[config.mk]
export PLATFORM = sky130hd
export DESIGN_NAME = flag_bank_arbiter
export DESIGN_NICKNAME = d
export VERILOG_FILES = /design/src/rtl/flag_pkg.sv /design/src/rtl/rr_arbiter.sv /design/src/rtl/flag_bank_arbiter.sv
export SDC_FILE = /design/constraint.sdc
export NUM_CORES = 1
export LEC_CHECK = 0
export ABC_AREA = 1
export CORE_MARGIN = 2
export CORE_UTILIZATION = 52
export CTS_CLUSTER_DIAMETER = 40
export DETAILED_ROUTE_END_ITERATION = 12
export GPL_ROUTABILITY_DRIVEN = 0
export PLACE_DENSITY = 0.85
export SETUP_SLACK_MARGIN = 0.15
export SLEW_MARGIN = 20
export SYNTH_ARGS = -nofsm -noshare
export SYNTH_HDL_FRONTEND = slang
export SYNTH_SLANG_ARGS = --single-unit
[constraint.sdc]
create_clock -name clk -period 8.2 [get_ports clk]
set_input_delay 2.46 -clock clk [delete_from_list [all_inputs] [get_ports clk]]
set_output_delay 2.46 -clock clk [all_outputs]
set_load 0.1 [all_outputs]
[src/rtl/flag_pkg.sv]
// flag_pkg: op encodings and default sizing shared by the flag bank arbiter.
package flag_pkg;
    typedef enum logic [1:0] {
        OP_NOP = 2'b00,
        OP_CLR = 2'b01,
        OP_SET = 2'b10,
        OP_ILL = 2'b11
    } op_e;
    localparam int NREQ_DEF  = 4;
    localparam int NFLAG_DEF = 8;
endpackage

[src/rtl/rr_arbiter.sv]
// rr_arbiter: one-hot round-robin grant, first requester at or above ptr wins.
module rr_arbiter #(
    parameter  int N  = 4,
    localparam int PW = (N > 1) ? $clog2(N) : 1
) (
    input  logic [N-1:0]  req,
    input  logic [PW-1:0] ptr,
    output logic [N-1:0]  gnt
);
    int   j;
    logic found;
    always_comb begin
        gnt   = '0;
        found = 1'b0;
        j     = 0;
        for (int k = 0; k < N; k++) begin
            j = int'(ptr) + k;
            j = (j >= N) ? j - N : j;
            if (!found && req[j[PW-1:0]]) begin
                gnt[j[PW-1:0]] = 1'b1;
                found          = 1'b1;
            end
        end
    end
endmodule

[src/rtl/flag_bank_arbiter.sv]
// flag_bank_arbiter: round-robin shared SR flag bank with error reporting.
module flag_bank_arbiter import flag_pkg::*; #(
    parameter  int NREQ  = NREQ_DEF,
    parameter  int NFLAG = NFLAG_DEF,
    localparam int IW    = (NFLAG > 1) ? $clog2(NFLAG) : 1,
    localparam int SW    = (NREQ > 1) ? $clog2(NREQ) : 1
) (
    input  logic               clk,
    input  logic               rst,
    input  logic [NREQ-1:0]    req_valid,
    input  logic [2*NREQ-1:0]  req_op,
    input  logic [IW*NREQ-1:0] req_idx,
    output logic [NREQ-1:0]    req_ready,
    output logic [NFLAG-1:0]   flags,
    output logic               err,
    output logic [SW-1:0]      err_src,
    output logic [7:0]         err_cnt
);
    logic [NREQ-1:0]  gnt;
    logic [SW-1:0]    rr_ptr_q, rr_ptr_d, win;
    logic [NFLAG-1:0] flags_q, flags_d;
    logic             err_q;
    logic [SW-1:0]    err_src_q;
    logic [7:0]       err_cnt_q;
    logic             acc, bad;
    op_e              op_w;
    logic [IW-1:0]    idx_w;

    // Masking requests under reset keeps req_ready low and blocks acceptance.
    rr_arbiter #(.N(NREQ)) u_rr (
        .req (req_valid & {NREQ{~rst}}),
        .ptr (rr_ptr_q),
        .gnt (gnt)
    );

    always_comb begin
        win = '0;
        for (int i = 0; i < NREQ; i++)
            if (gnt[i]) win = SW'(i);
        acc      = |gnt;
        op_w     = op_e'(req_op[2*win +: 2]);
        idx_w    = req_idx[IW*win +: IW];
        bad      = acc && (op_w == OP_ILL || (op_w != OP_NOP && int'(idx_w) >= NFLAG));
        rr_ptr_d = !acc ? rr_ptr_q : (int'(win) == NREQ - 1) ? '0 : win + 1'b1;
        flags_d  = flags_q;
        if (acc && !bad && op_w == OP_SET) flags_d[idx_w] = 1'b1;
        if (acc && !bad && op_w == OP_CLR) flags_d[idx_w] = 1'b0;
    end

    always_ff @(posedge clk) begin
        if (rst) begin
            rr_ptr_q  <= '0;
            flags_q   <= '0;
            err_q     <= 1'b0;
            err_src_q <= '0;
            err_cnt_q <= '0;
        end else begin
            rr_ptr_q  <= rr_ptr_d;
            flags_q   <= flags_d;
            err_q     <= bad;
            err_src_q <= bad ? win : err_src_q;
            err_cnt_q <= (bad && err_cnt_q != 8'hFF) ? err_cnt_q + 8'd1 : err_cnt_q;
        end
    end

    assign req_ready = gnt;
    assign flags     = flags_q;
    assign err       = err_q;
    assign err_src   = err_src_q;
    assign err_cnt   = err_cnt_q;
endmodule

* Word level (Yosys, flattened, before mapping)
Index checks and enable logic that the tools add are counted.
Operators by class: multiply operators 1, shifts and indexed selects 2, add/sub/neg operators 9, reductions and logical operators 18, div/mod/pow operators 0, multiplexer cells 35, equal/unequal tests 5, order comparisons 14, bitwise gates (word level) 8
Operators with widths (number):
- $mux 4 | 4
- $mux 8 | 2
- $mux 2 | 7
- $logic_and 1x1->1 | 13
- $mux 1 | 13
- $lt 2x3->1 const B | 4
- $or 4x4->4 | 3
- $shiftx 12x5->3 | 1
- $ge 3x3->1 const B | 3
- $add 8x1->8 const B | 1
- $and 8x8->8 | 1
- $bmux 1 s2 | 4
- $demux 1 s2 | 4
- $ge 2x1->1 const B | 4
- $ne 8x8->1 const B | 1
- $not 8->8 | 1
- $or 8x8->8 | 1
- $shiftx 8x4->2 | 1
- $sub 2x1->2 const B | 4
- $add 2x2->3 const B | 2
- $and 4x4->4 | 1
- $eq 2x1->1 const B | 2
- $eq 2x2->1 const B | 2
- $logic_not 1->1 | 4
- 9 further kinds | 9
Storage, ports and cells: logic and storage cells 97, memories 0, latch bits 0, input bits 26, output and inout bits 23, bits in registers 21, bits in writable memories 0, ROM bits 0

* Depth between registers and ports, before layout
depth in word-level cells 27, gate-level depth with buffers 23, depth with buffers taken out 21

* Hierarchy
A second synthesis with hierarchy kept.
Second synthesis, totals: cells, all modules 304, area total of the unflattened synthesis 1814.2 um^2
Modules (own cells, without submodules):
- flag_bank_arbiter | times used 1, seq. area each 420.4 um^2, area an instance 1417.6 um^2, cells an instance 231
- rr_arbiter | times used 1, seq. area each 0.0 um^2, area an instance 396.6 um^2, cells an instance 73

* Least setup slack after synthesis
No wires, ideal clock.
path kind input to output, start input rst, end output req_ready[2], required time 5.740 ns, cell stages on the path 9, slack 1.677 ns, path buffers 2, data arrival time 4.063 ns, path through buf_6 -> inv_4 -> buf_8 -> nand3_1 -> nand3_1 -> nand2_1 -> nor2_2 -> nand3_2 -> nand3_1
On the way: cells in the longest elaborated chain, start to end 14, elaborated cells between the ends (all ways) 26, those cells by class mux (15); bitwise (5); reduce/logical (6)
RTL lines:
- start, declared | line flag_bank_arbiter.sv:9 | input logic rst,
- $not 1->1 * | line flag_bank_arbiter.sv:31 | .req (req_valid & {NREQ{~rst}}),
- $and 4x4->4 * | line flag_bank_arbiter.sv:31
- $bmux 1 s2 | line rr_arbiter.sv:19 | if (!found && req[j[PW-1:0]]) begin
- $mux 1 (implied by the code) | line rr_arbiter.sv:19
- $mux 1 | line rr_arbiter.sv:19
- $logic_not 1->1 | line rr_arbiter.sv:19
- $logic_and 1x1->1 | line rr_arbiter.sv:19
- $mux 1 | line rr_arbiter.sv:19
- $logic_not 1->1 | line rr_arbiter.sv:19
- $logic_and 1x1->1 | line rr_arbiter.sv:19
- $mux 1 | line rr_arbiter.sv:19
- $logic_not 1->1 | line rr_arbiter.sv:19
- $logic_and 1x1->1 | line rr_arbiter.sv:19
- $mux 4 * | line rr_arbiter.sv:19
- end, declared | line flag_bank_arbiter.sv:13 | output logic [NREQ-1:0] req_ready,
Every way passes the cells marked *; elsewhere a longest branch is shown, timed or not. The select of a mux whose other input is x is not followed.

* Worst setup path in the final report
Ends and elaborated chain as after synthesis.

==> run metrics <==
required time worst endpoint=5.74 ns; max-slew violations=0; crit path DAT=4.49 ns; Worst Tran Pin Value=0.9722 ns; slew margin rel.=0.3498; Cell variety after synth=27; Max Freq=143.9 MHz; vias in the first global route=1785; DIE WIDTH=63.92 um; post-CTS setup buffer count=0; drt drc=0; pin count of the biggest net entering global routing=22; Top Family by Delay on Critical Path=buffers and inverters; status=finished clean; Synth Cell Area=1867 um^2; DIE AREA=4085 um^2; H-Tree Depth=1; row count=21; CP Class=in2out; Max FO, Critical Path=21; Nets=377; most common cell after layout, fill and taps aside=nand2_1; setup TNS=0 ns; Buf/Inv on CP=4; Max stage delay on crit path=0.58 ns; total track usage=0.2202; fill cell count=304; CTS resizes=0; Syn Inst Count=295; drt wl/cell=10.80 um; Port-buffer cells=48; met3 WL=259 um; CTS tree=done; critical path cell sequence=clkdlybuf4s50_1, inv_4, nand3_1, nand2_1, nand2_1, nand2_1, inv_2, nor2_4, nand2_2, nand3_1, buf_4; first-pass GRT wire length=7541 um; Metal-1 WL=1963 um; maxcap violations=0; initial antenna violation count=0; register area=420.4 um^2; Worst path most repeated cell=nand2_1; final WL=4191 um; half-perimeter wire length after detailed placement=3339 um; post-route ant nets=0; Core Region=3390 um^2; die height=63.92 um; HP Class=reg2reg; area of the multi-input gates=1262 um^2; clock sink total=21; r2r setup slk=4.92 ns; clk_lat worst skew=0.30 ns; routed length on met2=1967 um; IO Pins=49; most frequent cells in the layout=nand2_1 (72), nor2_1 (48), clkdlybuf4s50_1 (44), nand3_1 (39), inv_1 (22); minimum clock period=6.951 ns; 1st-pass router iterations=4; Mean Syn Cell Area=6.328 um^2; Antenna diodes=0; critical path's slowest cell=clkdlybuf4s50_1; DRT iter0 DRCs=146; Area Overhead vs Synth=26.88%; Crit. End Element=primary output; final setup fails=0; CTS Buf Count=3; Worst-path clk slew=0.12 ns; share of post-route cells with drive strength above 1=0.1433; RSZ-0062 raised after global routing=no; worst-case clock buffer depth=2; hold bufs inserted after CTS=0; clk_skew=0.0008467 ns; final hold violations=0; Synth warnings=0; final hold slack=0.4837 ns; Syn Nets=329; gr ovfl total=0; Yosys reg bits=21; fin crit share=0.8476; Via Count=1967; Root Buffer Master=clkbuf_4; CP Launch Type=input pin; DR vias/cell=5.070; Starting Density=0.5508; post-synthesis sequential area ratio=0.2252; Max Used Layer=met3
==> stage by stage <==
stage	area, um^2	worst slack [ns]	std cells	util
2_1_floorplan	1867	1.677	295	-
3_5_place_dp	2341	1.289	384	0.6907
5_1_grt	2369	1.119	388	0.6988
6_report	2369	1.249	388	0.6988
4_1_cts	2369	1.272	388	0.6988
3_3_place_gp	2341	1.330	384	0.6907
==> path summary, 6_finish.rpt <==
| path | endpoint | from | depth (start not counted) |
|---|---|---|---|
| setup / recovery | req_ready[2] | rst | 11 |
| hold / removal | flags[7]$_SDFF_PP0_ | flags[7]$_SDFF_PP0_ | 2 |
| setup reg to reg | flags[5]$_SDFF_PP0_ | rr_ptr_q[0]$_SDFFE_PP0P_ | 19 |
| hold reg to reg | flags[7]$_SDFF_PP0_ | flags[7]$_SDFF_PP0_ | 2 |
==> cell type report <==
type	count	area share
inverter	34	0.05494
clock inverter	1	0.002113
tap	46	0.02430
multi-input combinational	235	0.5330
sequential	21	0.1775
timing repair buffer	48	0.1986
clock buffer	3	0.009509
==> worst min-delay path, stage by stage (launching register included) <==
cell	delay (ns)
dfxtp_1	0.34
nor2_1	0.05
nor2_1	0.07
==> synthesized netlist by cell type <==
library cell,n,area share
or2_1,1,0.0034
nand3_4,1,0.0094
nor2_8,2,0.021
nand2_2,10,0.034
nor3_1,2,0.0054
dfxtp_1,21,0.23
nand4_1,11,0.037
nand3_2,6,0.032
buf_2,1,0.0027
inv_2,9,0.018
buf_6,3,0.018
nor2_2,4,0.013
buf_8,1,0.0080
a21oi_1,8,0.021
nand3_1,39,0.10
nand2_4,4,0.024
inv_4,1,0.0034
o21ai_0,7,0.019
ha_1,8,0.054
inv_1,22,0.044
or2_2,1,0.0034
xor2_1,5,0.023
clkinv_1,2,0.0040
nor2_4,3,0.018
nand2_1,72,0.14
nor2_1,48,0.097
nand3b_1,3,0.012
==> state kept, by name (all words and copies together) (netlist names) <==
signal and flops:
err_cnt 8, err_src 2, rr_ptr_q 2, err 1
flags 8
==> cell families (layout without fill, tap and decap cells) <==
family,Yosys count,after routing,synth area share
AO/OA/AOI/OAI,15,15,0.04021
XOR/XNOR,5,5,0.02346
adder cells (fa/ha/maj),8,8,0.05362
buffers and inverters,39,86,0.09852
flip-flops,21,21,0.2252
AND/OR/NAND/NOR,207,207,0.5590
==> metal layers <==
metal  vias to the layer above  track usage
li1                       1043            -
met1                       857       0.3004
met2                        67       0.3724
met3                         0      0.02817
met4                         0      0.04076
met5                         -            0
Power is not shown: default switching activity piles up to over one toggle a cycle in this logic, so the estimate is an artifact.
